**config.mk**
```make
export PLATFORM = sky130hd
export DESIGN_NAME = wb_io_master
export DESIGN_NICKNAME = d
export VERILOG_FILES = /design/src/rtl/wb_master_pkg.sv /design/src/rtl/wb_watchdog.sv /design/src/rtl/wb_io_master.sv
export SDC_FILE = /design/constraint.sdc
export NUM_CORES = 1
export LEC_CHECK = 0
export CAP_MARGIN = 10
export CELL_PAD_IN_SITES_DETAIL_PLACEMENT = 0
export CELL_PAD_IN_SITES_GLOBAL_PLACEMENT = 1
export CORE_MARGIN = 2
export CORE_UTILIZATION = 28
export DETAILED_ROUTE_END_ITERATION = 16
export PLACE_DENSITY_LB_ADDON = 0.1
export SLEW_MARGIN = 20
export SYNTH_ARGS = -nofsm -noshare
export SYNTH_HDL_FRONTEND = slang
export SYNTH_SLANG_ARGS = --single-unit
```
**constraint.sdc**
```tcl
create_clock -name wb_clk_i -period 2.2 [get_ports wb_clk_i]
set_clock_uncertainty 0.15 [all_clocks]
set_input_delay 0.22 -clock wb_clk_i [delete_from_list [all_inputs] [get_ports wb_clk_i]]
set_output_delay 0.22 -clock wb_clk_i [all_outputs]
set_load 0.1 [all_outputs]
```
**src/rtl/wb_master_pkg.sv**
```systemverilog
// Shared types for the IO Wishbone master bridge: FSM states, response causes
// and the constant classic-cycle tags driven on cti/bte.
package wb_master_pkg;

  typedef enum logic [1:0] {IDLE, BUS, BACKOFF, RESP} state_e;

  typedef enum logic [2:0] {OK, BUS_ERR, RTY_EXH, TIMEOUT, MISALIGN} cause_e;

  localparam logic [2:0] CTI_CLASSIC = 3'b000;
  localparam logic [1:0] BTE_LINEAR  = 2'b00;

  function automatic logic cause_is_err(input cause_e cause);
    return cause != OK;
  endfunction

endpackage

```
**src/rtl/wb_watchdog.sv**
```systemverilog
// Bus watchdog: counts enabled cycles and flags expiry on the last allowed cycle;
// the count saturates there instead of wrapping.
module wb_watchdog #(
  parameter int TIMEOUT_CYCLES = 255
) (
  input  logic clk_i,
  input  logic rst_i,
  input  logic clear_i,
  input  logic enable_i,
  output logic expired_o
);

  localparam int TW = $clog2(TIMEOUT_CYCLES + 1);
  localparam logic [TW-1:0] LAST = TW'(TIMEOUT_CYCLES - 1);

  logic [TW-1:0] timer_q, timer_d;

  always_comb begin
    timer_d = timer_q;
    if (clear_i) begin
      timer_d = '0;
    end else if (enable_i && (timer_q != LAST)) begin
      timer_d = timer_q + TW'(1);
    end
  end

  always_ff @(posedge clk_i) begin
    if (rst_i) begin
      timer_q <= '0;
    end else begin
      timer_q <= timer_d;
    end
  end

  assign expired_o = enable_i && (timer_q == LAST);

endmodule

```
**src/rtl/wb_io_master.sv**
```systemverilog
// Valid/ready core port to classic Wishbone master with watchdog, bounded retry
// and misalignment rejection; every accepted request yields one response pulse.
module wb_io_master
  import wb_master_pkg::*;
#(
  parameter int TIMEOUT_CYCLES = 255,
  parameter int MAX_RETRY      = 3
) (
  input  logic        wb_clk_i,
  input  logic        wb_rst_i,
  input  logic        req_valid_i,
  output logic        req_ready_o,
  input  logic        req_we_i,
  input  logic [31:0] req_addr_i,
  input  logic [31:0] req_wdata_i,
  input  logic [3:0]  req_be_i,
  output logic        rsp_valid_o,
  output logic [31:0] rsp_rdata_o,
  output logic        rsp_err_o,
  output logic [31:0] wbm_adr_o,
  output logic [31:0] wbm_dat_o,
  output logic [3:0]  wbm_sel_o,
  output logic        wbm_we_o,
  output logic        wbm_cyc_o,
  output logic        wbm_stb_o,
  output logic [2:0]  wbm_cti_o,
  output logic [1:0]  wbm_bte_o,
  input  logic [31:0] wbm_dat_i,
  input  logic        wbm_ack_i,
  input  logic        wbm_err_i,
  input  logic        wbm_rty_i
);

  localparam int RW = (MAX_RETRY > 0) ? $clog2(MAX_RETRY + 1) : 1;
  localparam logic [RW-1:0] RETRY_LIMIT = RW'(MAX_RETRY);

  state_e        state_q, state_d;
  logic [RW-1:0] retry_q, retry_d;
  logic [31:0]   adr_q, adr_d;
  logic [31:0]   dat_q, dat_d;
  logic [3:0]    sel_q, sel_d;
  logic          we_q, we_d;
  logic          cyc_q, cyc_d;
  logic          rsp_valid_q, rsp_valid_d;
  logic          rsp_err_q, rsp_err_d;
  logic [31:0]   rsp_rdata_q, rsp_rdata_d;
  cause_e        cause;
  logic          wd_expired;

  wb_watchdog #(
    .TIMEOUT_CYCLES(TIMEOUT_CYCLES)
  ) u_watchdog (
    .clk_i    (wb_clk_i),
    .rst_i    (wb_rst_i),
    .clear_i  (state_q != BUS),
    .enable_i (state_q == BUS),
    .expired_o(wd_expired)
  );

  // Ready is masked during reset so nothing is accepted while the bridge is held.
  assign req_ready_o = (state_q == IDLE) && !wb_rst_i;

  always_comb begin
    state_d     = state_q;
    retry_d     = retry_q;
    adr_d       = adr_q;
    dat_d       = dat_q;
    sel_d       = sel_q;
    we_d        = we_q;
    cause       = OK;
    rsp_rdata_d = '0;
    case (state_q)
      IDLE: begin
        if (req_valid_i && req_ready_o) begin
          if (req_addr_i[1:0] != 2'b00) begin
            state_d = RESP;
            cause   = MISALIGN;
          end else begin
            state_d = BUS;
            adr_d   = {req_addr_i[31:2], 2'b00};
            dat_d   = req_wdata_i;
            sel_d   = req_be_i;
            we_d    = req_we_i;
          end
        end
      end
      BUS: begin
        if (wbm_ack_i) begin
          state_d = RESP;
          if (!we_q) rsp_rdata_d = wbm_dat_i;
        end else if (wbm_err_i) begin
          state_d = RESP;
          cause   = BUS_ERR;
        end else if (wbm_rty_i) begin
          if (retry_q < RETRY_LIMIT) begin
            state_d = BACKOFF;
            retry_d = retry_q + RW'(1);
          end else begin
            state_d = RESP;
            cause   = RTY_EXH;
          end
        end else if (wd_expired) begin
          state_d = RESP;
          cause   = TIMEOUT;
        end
      end
      BACKOFF: state_d = BUS;
      RESP: begin
        state_d = IDLE;
        retry_d = '0;
      end
      default: state_d = IDLE;
    endcase
    cyc_d       = (state_d == BUS);
    rsp_valid_d = (state_d == RESP);
    rsp_err_d   = (state_d == RESP) && cause_is_err(cause);
  end

  always_ff @(posedge wb_clk_i) begin
    if (wb_rst_i) begin
      state_q     <= IDLE;
      retry_q     <= '0;
      adr_q       <= '0;
      dat_q       <= '0;
      sel_q       <= '0;
      we_q        <= 1'b0;
      cyc_q       <= 1'b0;
      rsp_valid_q <= 1'b0;
      rsp_err_q   <= 1'b0;
      rsp_rdata_q <= '0;
    end else begin
      state_q     <= state_d;
      retry_q     <= retry_d;
      adr_q       <= adr_d;
      dat_q       <= dat_d;
      sel_q       <= sel_d;
      we_q        <= we_d;
      cyc_q       <= cyc_d;
      rsp_valid_q <= rsp_valid_d;
      rsp_err_q   <= rsp_err_d;
      rsp_rdata_q <= rsp_rdata_d;
    end
  end

  assign wbm_adr_o   = adr_q;
  assign wbm_dat_o   = dat_q;
  assign wbm_sel_o   = sel_q;
  assign wbm_we_o    = we_q;
  assign wbm_cyc_o   = cyc_q;
  assign wbm_stb_o   = cyc_q;
  assign wbm_cti_o   = CTI_CLASSIC;
  assign wbm_bte_o   = BTE_LINEAR;
  assign rsp_valid_o = rsp_valid_q;
  assign rsp_err_o   = rsp_err_q;
  assign rsp_rdata_o = rsp_rdata_q;

endmodule

```
==> results of run 1 <==
[power breakdown]
| group | leakage [nW] | switching [mW] | internal, mW |
|---|---|---|---|
| registers | 0.922 | 0.0321 | 2.11 |
| logic | 1.47 | 0.580 | 0.305 |
| clock network | 0.292 | 0.974 | 1.89 |
[cell type report]
| type | instances | area (sq um) | area share |
|---|---|---|---|
| Clock buffer | 18 | 429 | 0.0620 |
| Timing Repair Buffer | 221 | 2020 | 0.292 |
| Tap cell | 188 | 235 | 0.0340 |
| Multi-Input combinational cell | 310 | 1760 | 0.254 |
| Sequential cell | 114 | 2280 | 0.330 |
| Clock inverter | 14 | 188 | 0.0271 |
| Inverter | 3 | 11.3 | 0.00163 |
[per-stage QoR]
step	instance area, sq um	hold slack, ns	setup slack (ns)	power [mW]	std cells
after floorplan	4300	0.192	0.0665	2.74	479
after global placement	6300	0.312	0.211	3.08	836
after detailed placement	6300	0.319	0.171	3.08	836
after CTS	6920	0.128	0.296	5.98	868
after global routing	6920	0.153	0.199	6.10	868
final	6920	0.144	0.317	5.89	868
[sequential cells by signal, indices dropped and copies added (netlist names)]
| name | flops |
|---|---|
| retry_q | 2 |
| wbm_sel_o | 4 |
| wbm_adr_o | 30 |
| u_watchdog.timer_q | 8 |
| wbm_cyc_o | 1 |
| rsp_rdata_o | 32 |
| rsp_valid_o | 1 |
| state_q | 2 |
| rsp_err_o | 1 |
| wbm_dat_o | 32 |
| wbm_we_o | 1 |
[final timing paths]
| kind | end | slack (ns) | depth (start not counted) |
|---|---|---|---|
| worst min-delay path | u_watchdog.timer_q[7] | 0.14 | 3 |
| worst max-delay path | rsp_rdata_o[31] | 0.32 | 4 |
| worst max register to register | rsp_rdata_o[31] | 0.32 | 4 |
| worst min register to register | wbm_adr_o[7] | 0.33 | 2 |
[worst max-delay path: stages, from the launching register on]
cell,delay (ns)
dfxtp_1,0.58
or3b_2,0.57
nor3_4,0.18
buf_12,0.19
and2_1,0.14
[logic make-up (layout without fill, tap and decap cells)]
| logic type | count (synthesis) | after routing | synth area share |
|---|---|---|---|
| other | 1 | 7 | 0.000878 |
| and+or+nand+nor | 139 | 139 | 0.192 |
| buffers and inverters | 55 | 256 | 0.0624 |
| adders and majority gates | 3 | 3 | 0.00879 |
| AOI/OAI and AO/OA | 157 | 157 | 0.192 |
| muxes | 4 | 4 | 0.00938 |
| DFF | 114 | 114 | 0.534 |
[synthesized netlist by cell type, types with 2 or more instances]
master and instances:
inv_1 3, a22oi_1 2, buf_4 9, buf_2 5, o21ai_1 10, clkbuf_1 31, and2_1 32, nand2b_1 3
or3b_2 2, buf_6 2, nor3_1 4, or3_1 3, ha_1 3, o21ai_0 60, clkbuf_2 4, a21oi_1 75
nand4_1 3, nand3_1 69, nand2_1 7, mux2i_1 4, dfxtp_1 114, a211oi_1 5
[per-layer routing]
metal	track usage	vias up
li1	-	2047
met1	0.197	1959
met2	0.271	118
met3	0.0536	8
met4	0.0601	0
met5	0	-
==> results by group, run 1 <==
Cells and area
  • Filler cells: 1,457
  • Most common cell after layout, fill and taps aside: dfxtp_1
  • Area growth syn-to-layout: 62.1%
  • Most frequent cells in the layout: dfxtp_1 (114), buf_4 (107), clkdlybuf4s50_1 (105)
  • Antenna fix cells: 0
  • Nets@finish: 777
  • Final core occ: 0.460
  • Layout cells sized above 1: 0.229

STA
  • Post-layout minimum cycle time: 1.88 ns
  • Relative slew slack: 0.645
  • Final setup vio count: 0
  • Worst-Margin Slew: 0.532 ns
  • Fin. Hold Viols: 0
  • RSZ-0062 raised after global routing: no
  • Fin. max-slew vios: 0
  • Fmax: 531 MHz
  • Final Cycle Share: 0.856
  • Setup TNS: 0 ns

Synthesis
  • Post-Syn Instances: 473
  • Synthesized area per cell: 9.03 sq um
  • Synth warn: 0
  • Asr flop ratio synth: 0
  • Register area share after synthesis: 0.534
  • Cell variety after synth: 45
  • Area leader, netlist: dfxtp_1
  • Largest cells by area after synthesis: dfxtp_1 (53%), a21oi_1 (8.8%), nand3_1 (8.1%), o21ai_0 (7.0%), and2_1 (4.7%)
  • Post-synth EDFFs: 0
  • Prevailing post-synth register cell: dfxtp_1
  • Post-Syn Area: 4270 sq um
  • #FFs+latches synth: 114
  • Yosys top cell area share: 0.534

CTS
  • Post-CTS Setup Bufs: 0
  • Clock sink count: 114
  • Post_cts resized: 0
  • Skew-Pair Late Insertion Delay: 0.40 ns
  • Clock Tree Root: clkbuf_16
  • Clock buffer depth: 2
  • TritonCTS Buffers: 17
  • TritonCTS clock tree: yes
  • Hold buffer count at cts: 0
  • H-Tree Depth: 4
  • Clock-pin slew on the worst setup and hold paths: 0.05 ns

Drt
  • DR WL met3: 817 um
  • DR DRC count: 0
  • Final WL: 13.5 mm
  • Vias: 4,132
  • Antenna-violating nets left: 0
  • Max layer used: met4
  • Met2 WL: 6.81 mm
  • Wire length per cell: 15.5 um
  • Met1 Wirelength: 5.73 mm
  • Vias per cell: 4.76
  • Initial DRT Pass Iterations: 4
  • Initial DRC count: 209

Floorplanning
  • Die area: 16,300 sq um
  • Die Wd: 127 um
  • Core area: 15,000 sq um
  • Initial core utilization: 0.284
  • # rows: 45
  • Top Ports: 218
  • Die Span Y: 127 um

Critical path
  • Critical Path Source: state_q[0]
  • Worst Path Max Fanout: 32
  • Crit Path Class: reg2reg
  • Arr. time, crit path: 2.08 ns
  • Setup crit start kind: flip-flop
  • Reg2reg start: state_q[0]
  • CP endpoint kind: flip-flop
  • Req. time, crit path: 2.40 ns

Global routing
  • Initial antenna violation count: 0
  • GRT Residual Overflow: 0
  • Global-route wire length before repair: 20.7 mm
  • Largest net degree at the start of global routing: 69
  • GR Util All Layers: 0.163
  • Vias in the first global route: 3,985

Flow run
  • Max Cap Viol: 0

Place
  • RePlAce Congestion: 0.765
  • PortBufs: 210
  • Dpl hpwl: 9.09 mm

Power and ir drop
  • Pleak: 2.69 nW
  • IR drop worst, VDD: 0.632 mV
  • PwrDens: 851 nW/um^2

Worst hold path
  • Hold Path Class: in2reg
  • Worst Hold Launch: wb_rst_i

Outcome
  • Run status: complete, no violations
Power figures use the tool's default switching activity.
==> run 2: changes to the inputs <==
Settings changed: CORE_MARGIN 2 to not set, CORE_UTILIZATION 28 to 29, CTS_BUF_LIST set to sky130_fd_sc_hd__clkbuf_4, RECOVER_POWER set to 50.
==> run 2 against run 1 <==
  * Clock power fell by 42%
  * Highest routed layer unchanged
  * Utilization fell by 1.0 points
  * Critical path type is now in2out
  * Largest power group is now registers
  * Sequential cell count did not move
  * Largest cell class unchanged
  * First-iteration DRC count rose by 21%
  * Non-clock buffer count rose by 4
==> results by group, run 2 (same netlist as run 1, synthesis figures left out) <==
Outcome
  • Run status: complete, no violations (unchanged)

Flow run
  • Max Cap Viol: 0 (unchanged)

Global routing
  • Largest net degree at the start of global routing: 51 (was 69)
  • GRT Residual Overflow: 0 (unchanged)
  • Global-route wire length before repair: 19.4 mm (was 20.7 mm)
  • Initial antenna violation count: 0 (unchanged)
  • GR Util All Layers: 0.168 (was 0.163)
  • Vias in the first global route: 3,882 (was 3,985)

CTS
  • Clock sink count: 114 (unchanged)
  • Clock-pin slew on the worst setup and hold paths: 0.11 ns (was 0.05 ns)
  • Hold buffer count at cts: 1 (was 0)
  • Post_cts resized: 0 (unchanged)
  • TritonCTS clock tree: yes (unchanged)
  • Clock Tree Root: clkbuf_4 (was clkbuf_16)
  • Skew-Pair Late Insertion Delay: 0.52 ns (was 0.40 ns)
  • TritonCTS Buffers: 17 (unchanged)
  • Clock buffer depth: 2 (unchanged)
  • H-Tree Depth: 4 (unchanged)
  • Post-CTS Setup Bufs: 0 (unchanged)

Drt
  • Antenna-violating nets left: 0 (unchanged)
  • Wire length per cell: 15.0 um (was 15.5 um)
  • Vias: 4,129 (was 4,132)
  • DR DRC count: 0 (unchanged)
  • Final WL: 12.9 mm (was 13.5 mm)
  • Vias per cell: 4.78 (was 4.76)
  • Initial DRC count: 253 (was 209)
  • Initial DRT Pass Iterations: 4 (unchanged)

Place
  • Post-DP Area: 6290 sq um (was 6300 sq um)
  • RePlAce Congestion: 0.726 (was 0.765)
  • Dpl hpwl: 8.91 mm (was 9.09 mm)
  • PortBufs: 210 (unchanged)

Floorplanning
  • Core area: 14,100 sq um (was 15,000 sq um)
  • Initial core utilization: 0.303 (was 0.284)
  • Die Wd: 123 um (was 127 um)
  • Die Span Y: 123 um (was 127 um)
  • Die area: 15,200 sq um (was 16,300 sq um)
  • # rows: 43 (was 45)
  • Top Ports: 218 (unchanged)

STA
  • Fmax: 496 MHz (was 531 MHz)
  • Setup TNS: 0 ns (unchanged)
  • RSZ-0062 raised after global routing: no (unchanged)
  • Fin. max-slew vios: 0 (unchanged)
  • Post-layout minimum cycle time: 2.01 ns (was 1.88 ns)
  • Worst-Margin Slew: 0.579 ns (was 0.532 ns)
  • Final setup vio count: 0 (unchanged)
  • Relative slew slack: 0.616 (was 0.645)
  • Final Cycle Share: 0.916 (was 0.856)
  • Fin. Hold Viols: 0 (unchanged)

Cells and area
  • Filler cells: 1,413 (was 1,457)
  • Nets@finish: 781 (was 777)
  • Most common cell after layout, fill and taps aside: dfxtp_1 (unchanged)
  • Area growth syn-to-layout: 48.5% (was 62.1%)
  • Sequential cell area: 2280 sq um (unchanged)
  • Antenna fix cells: 0 (unchanged)
  • Layout cells sized above 1: 0.227 (was 0.229)
  • Final instance area: 6340 sq um (was 6920 sq um)
  • Most frequent cells in the layout: dfxtp_1 (114), clkdlybuf4s50_1 (105), clkbuf_2 (103) (was dfxtp_1 (114), buf_4 (107), clkdlybuf4s50_1 (105))
  • Final core occ: 0.450 (was 0.460)
  • Multi-input logic area: 1760 sq um (unchanged)

Critical path
  • Req. time, crit path: 1.83 ns (was 2.40 ns)
  • CP endpoint kind: output pin (was flip-flop)
  • Worst Path Max Fanout: 50 (was 32)
  • Arr. time, crit path: 1.64 ns (was 2.08 ns)
  • Setup crit start kind: input pin (was flip-flop)
  • Crit Path Class: in2out (was reg2reg)

Worst hold path
  • Hold Path Class: in2reg (unchanged)

Power and ir drop
  • PwrDens: 732 nW/um^2 (was 851 nW/um^2)
  • Pleak: 2.48 nW (was 2.69 nW)
  • IR drop worst, VDD: 0.293 mV (was 0.632 mV)
run 2: changes by cell type in the layout (fill, tap and decap cells not counted), sizes merged:
cell,previous run,this run
clkinvlp,4,2
dlygate4sd3,0,1
buf,116,16
inv,4,3
clkbuf,18,120
clkinv,5,8
run 2: cell type report:
class,count,share of cell area
Inverter,3,0.00178
Clock inverter,14,0.0268
Clock buffer,17,0.0201
Tap cell,180,0.0355
Timing Repair Buffer,225,0.279
Multi-Input combinational cell,310,0.277
Sequential cell,114,0.360
run 2: metal layers:
layer	vias up	GRT usage	wire length (um)
met5	-	0	0
met4	0	0.0655	185
met3	15	0.0535	989
met2	148	0.276	6250
met1	1908	0.203	5500
li1	2058	-	-
run 2: per-stage QoR:
stage / std cells / setup slack (ns) / hold slack, ns / total power [mW]
final: 863 / 0.186 / 0.0913 / 4.65
after global routing: 863 / 0.115 / 0.0401 / 4.85
after CTS: 863 / 0.189 / 0.0393 / 4.75
after detailed placement: 831 / 0.168 / 0.319 / 3.07
after global placement: 831 / 0.203 / 0.311 / 3.07
after floorplan: 479 / 0.0665 / 0.192 / 2.74
run 2: power breakdown:
group | leakage (nW) | internal, mW | total (mW) | switching (mW)
Clock | 0.157 | 0.871 | 1.65 | 0.778
Combinational | 1.40 | 0.278 | 0.856 | 0.579
Sequential | 0.922 | 2.11 | 2.14 | 0.0311
Total | 2.48 | 3.26 | 4.65 | 1.39
run 2: final timing paths:
kind                            slack [ns]  cells past startpoint              end     startpoint
worst max-delay path                  0.19                      5      req_ready_o       wb_rst_i
worst min-delay path                  0.09                      2  rsp_rdata_o[19]  wbm_dat_i[19]
worst max register to register        0.31                      4  rsp_rdata_o[22]     state_q[0]
worst min register to register        0.33                      2    wbm_adr_o[10]  wbm_adr_o[10]
run 2: critical path: stages:
cell,delay [ns]
dlygate4sd3_1,0.53
buf_2,0.14
buf_4,0.46
nor3_2,0.11
buf_12,0.19
==> run 3: changes to the inputs <==
Settings changed: CORE_UTILIZATION 29 to 31, CTS_CLUSTER_DIAMETER set to 60.
Clock period 2.2 ns to 2.32 ns, I/O delays scaled along.
==> run 3 against run 2 <==
  * Cell area grew 0.67%
  * Cell count unchanged
  * Clock power is essentially flat
  * Via count is 1.4% higher
  * Sequential power is 6% lower
  * Combinational power is 3.7% lower
  * Count of clock-buffer cells in the layout increased by 1
  * Non-clock buffer count up 3
  * Critical path depth is the same
  * Sequential cell count did not move
  * Highest routed layer unchanged
  * Register-to-register slack better by 0.08 ns
  * First-iteration DRC count decreased by 27%
==> results by group, run 3 (same netlist as run 1, synthesis figures left out) <==
Outcome
  • Run status: complete, no violations (unchanged)

Cells and area
  • Final instance area: 6380 sq um (was 6340 sq um)
  • Most frequent cells in the layout: dfxtp_1 (114), clkdlybuf4s50_1 (105), clkbuf_2 (103) (unchanged)
  • Area growth syn-to-layout: 49.5% (was 48.5%)
  • Nets@finish: 784 (was 781)
  • Most common cell after layout, fill and taps aside: dfxtp_1 (unchanged)
  • Layout cells sized above 1: 0.231 (was 0.227)
  • Antenna fix cells: 0 (unchanged)
  • Filler cells: 1,382 (was 1,413)

STA
  • Fin. max-slew vios: 0 (unchanged)
  • Final Cycle Share: 0.891
  • Worst-Margin Slew: 0.589 ns (was 0.579 ns)
  • Fmax: 484 MHz
  • Post-layout minimum cycle time: 2.07 ns
  • RSZ-0062 raised after global routing: no (unchanged)
  • Final setup vio count: 0 (unchanged)
  • Setup TNS: 0 ns (unchanged)
  • Relative slew slack: 0.609 (was 0.616)
  • Fin. Hold Viols: 0 (unchanged)

Critical path
  • Reg2reg start: state_q[0] (unchanged)
  • R2r endpoint: wbm_cyc_o (was rsp_rdata_o[22])
  • Cell chain of the critical path: dlygate4sd3_1 -> buf_2 -> buf_4 -> nor3_2 -> buf_12 (unchanged)
  • Largest stage delay, worst path: 0.52 ns (was 0.53 ns)
  • Req. time, crit path: 1.94 ns (was 1.83 ns)
  • CP endpoint kind: output pin (unchanged)
  • Reg2Reg Depth: 5 (was 4)
  • Worst reg2reg setup slack: 0.39 ns (was 0.31 ns)
  • Crit Path Class: in2out (unchanged)
  • Arr. time, crit path: 1.68 ns (was 1.64 ns)
  • Worst Path Max Fanout: 50 (unchanged)
  • Critical Path Source: wb_rst_i (unchanged)
  • Slowest cell on crit path: dlygate4sd3_1 (unchanged)
  • Setup crit start kind: input pin (unchanged)
  • Crit path to: req_ready_o (unchanged)

CTS
  • Clock buffer depth: 2 (unchanged)
  • TritonCTS Buffers: 17 (unchanged)
  • Skew-Pair Late Insertion Delay: 0.53 ns (was 0.52 ns)
  • Clock Tree Root: clkbuf_4 (unchanged)
  • H-Tree Depth: 4 (unchanged)
  • Post_cts resized: 0 (unchanged)
  • TritonCTS clock tree: yes (unchanged)
  • Hold buffer count at cts: 1 (unchanged)
  • Clock-pin slew on the worst setup and hold paths: 0.11 ns (about the same)
  • Post-CTS Setup Bufs: 0 (unchanged)
  • Clock sink count: 114 (unchanged)

Drt
  • Initial DRC count: 184 (was 253)
  • Met1 Wirelength: 5.66 mm (was 5.50 mm)
  • Wire length per cell: 14.9 um (was 15.0 um)
  • Vias per cell: 4.85 (was 4.78)
  • Max layer used: met4 (unchanged)
  • Initial DRT Pass Iterations: 4 (unchanged)
  • DR DRC count: 0 (unchanged)
  • DR WL met3: 858 um (was 989 um)
  • Final WL: 12.9 mm (about the same)
  • Met2 WL: 6.11 mm (was 6.25 mm)
  • Antenna-violating nets left: 0 (unchanged)
  • Vias: 4,188 (was 4,129)

Global routing
  • GRT Residual Overflow: 0 (unchanged)
  • Global-route wire length before repair: 19.9 mm (was 19.4 mm)
  • Vias in the first global route: 3,951 (was 3,882)
  • Largest net degree at the start of global routing: 51 (unchanged)
  • Initial antenna violation count: 0 (unchanged)
  • GR Util All Layers: 0.180 (was 0.168)

Place
  • PortBufs: 210 (unchanged)
  • Dpl hpwl: 8.84 mm (was 8.91 mm)
  • RePlAce Congestion: 0.740 (was 0.726)
  • Post-DP Area: 6320 sq um (was 6290 sq um)

Power and ir drop
  • Internal power: 3.13 mW (was 3.26 mW)
  • PwrDens: 704 nW/um^2 (was 732 nW/um^2)
  • Switching power: 1.37 mW (was 1.39 mW)
  • Pleak: 2.49 nW (was 2.48 nW)
  • IR drop worst, VDD: 0.321 mV (was 0.293 mV)
  • Clock power frac: 0.367 (was 0.355)
  • Flop pwr share: 0.450 (was 0.461)
  • Logic pwr share: 0.183 (was 0.184)
  • Sw Ratio: 0.304 (was 0.299)

Floorplanning
  • Top Ports: 218 (unchanged)
  • Die Wd: 119 um (was 123 um)
  • Initial core utilization: 0.320 (was 0.303)
  • Die area: 14,200 sq um (was 15,200 sq um)
  • Die Span Y: 119 um (was 123 um)
  • Core area: 13,300 sq um (was 14,100 sq um)
  • # rows: 42 (was 43)

Flow run
  • Max Cap Viol: 0 (unchanged)

Worst hold path
  • Hold Path Class: in2reg (unchanged)
==> run 3: cell types whose count changed in the layout (fill, tap and decap cells not counted), sizes merged <==
| cell | before | now |
|---|---|---|
| clkbuf | 120 | 122 |
| clkinv | 8 | 5 |
| buf | 16 | 18 |
| inv | 3 | 4 |
| clkinvlp | 2 | 4 |
==> run 3: worst min path at each step <==
stage | from | to | cells after the start
after global routing | wbm_dat_i[24] | rsp_rdata_o[24] | 2
after CTS | wbm_dat_i[22] | rsp_rdata_o[22] | 2
after detailed placement | wbm_adr_o[4] | wbm_adr_o[4] | 2
after global placement | wbm_adr_o[3] | wbm_adr_o[3] | 2
final | wbm_dat_i[22] | rsp_rdata_o[22] | 2
after floorplan | wbm_dat_i[0] | rsp_rdata_o[0] | 1
==> run 3: final cells by class <==
| cell class | instances | area (sq um) | area share |
|---|---|---|---|
| Sequential cell | 114 | 2280 | 0.357 |
| Timing Repair Buffer | 228 | 1800 | 0.282 |
| Multi-Input combinational cell | 310 | 1750 | 0.274 |
| Tap cell | 176 | 220 | 0.0345 |
| Clock inverter | 14 | 188 | 0.0294 |
| Clock buffer | 18 | 135 | 0.0212 |
| Inverter | 3 | 11.3 | 0.00176 |
==> run 3: per-stage QoR <==
step	utilization	hold WS, ns	std cells	setup slack [ns]	total power [mW]
4_1_cts	0.499	0.0386	863	0.214	4.59
3_5_place_dp	0.474	0.319	830	0.162	2.92
2_1_floorplan	-	0.204	479	0.162	2.60
5_1_grt	0.478	0.0566	863	0.179	4.67
6_report	0.478	0.0999	863	0.253	4.50
3_3_place_gp	0.474	0.310	830	0.217	2.92
==> run 3: worst max-delay path, delay by kind of cell <==
kind / cells / cell delay (ns)
and+or+nand+nor: 1 / 0.11
buffers and inverters: 4 / 1.34
==> run 3: routing by layer <==
metal / vias to the layer above / GRT usage
met5: - / 0
met4: 0 / 0.0781
met3: 19 / 0.0532
met2: 140 / 0.291
met1: 1962 / 0.222
li1: 2067 / -
==> run 3: power by group through the flow <==
stage | combinational, mW | sequential [mW] | clock [mW]
CTS | 0.857 | 2.02 | 1.71
finish | 0.824 | 2.02 | 1.65
global route | 0.864 | 2.03 | 1.78
floorplan | 0.266 | 2.34 | 0
global placement | 0.851 | 2.07 | 0
detailed placement | 0.853 | 2.07 | 0
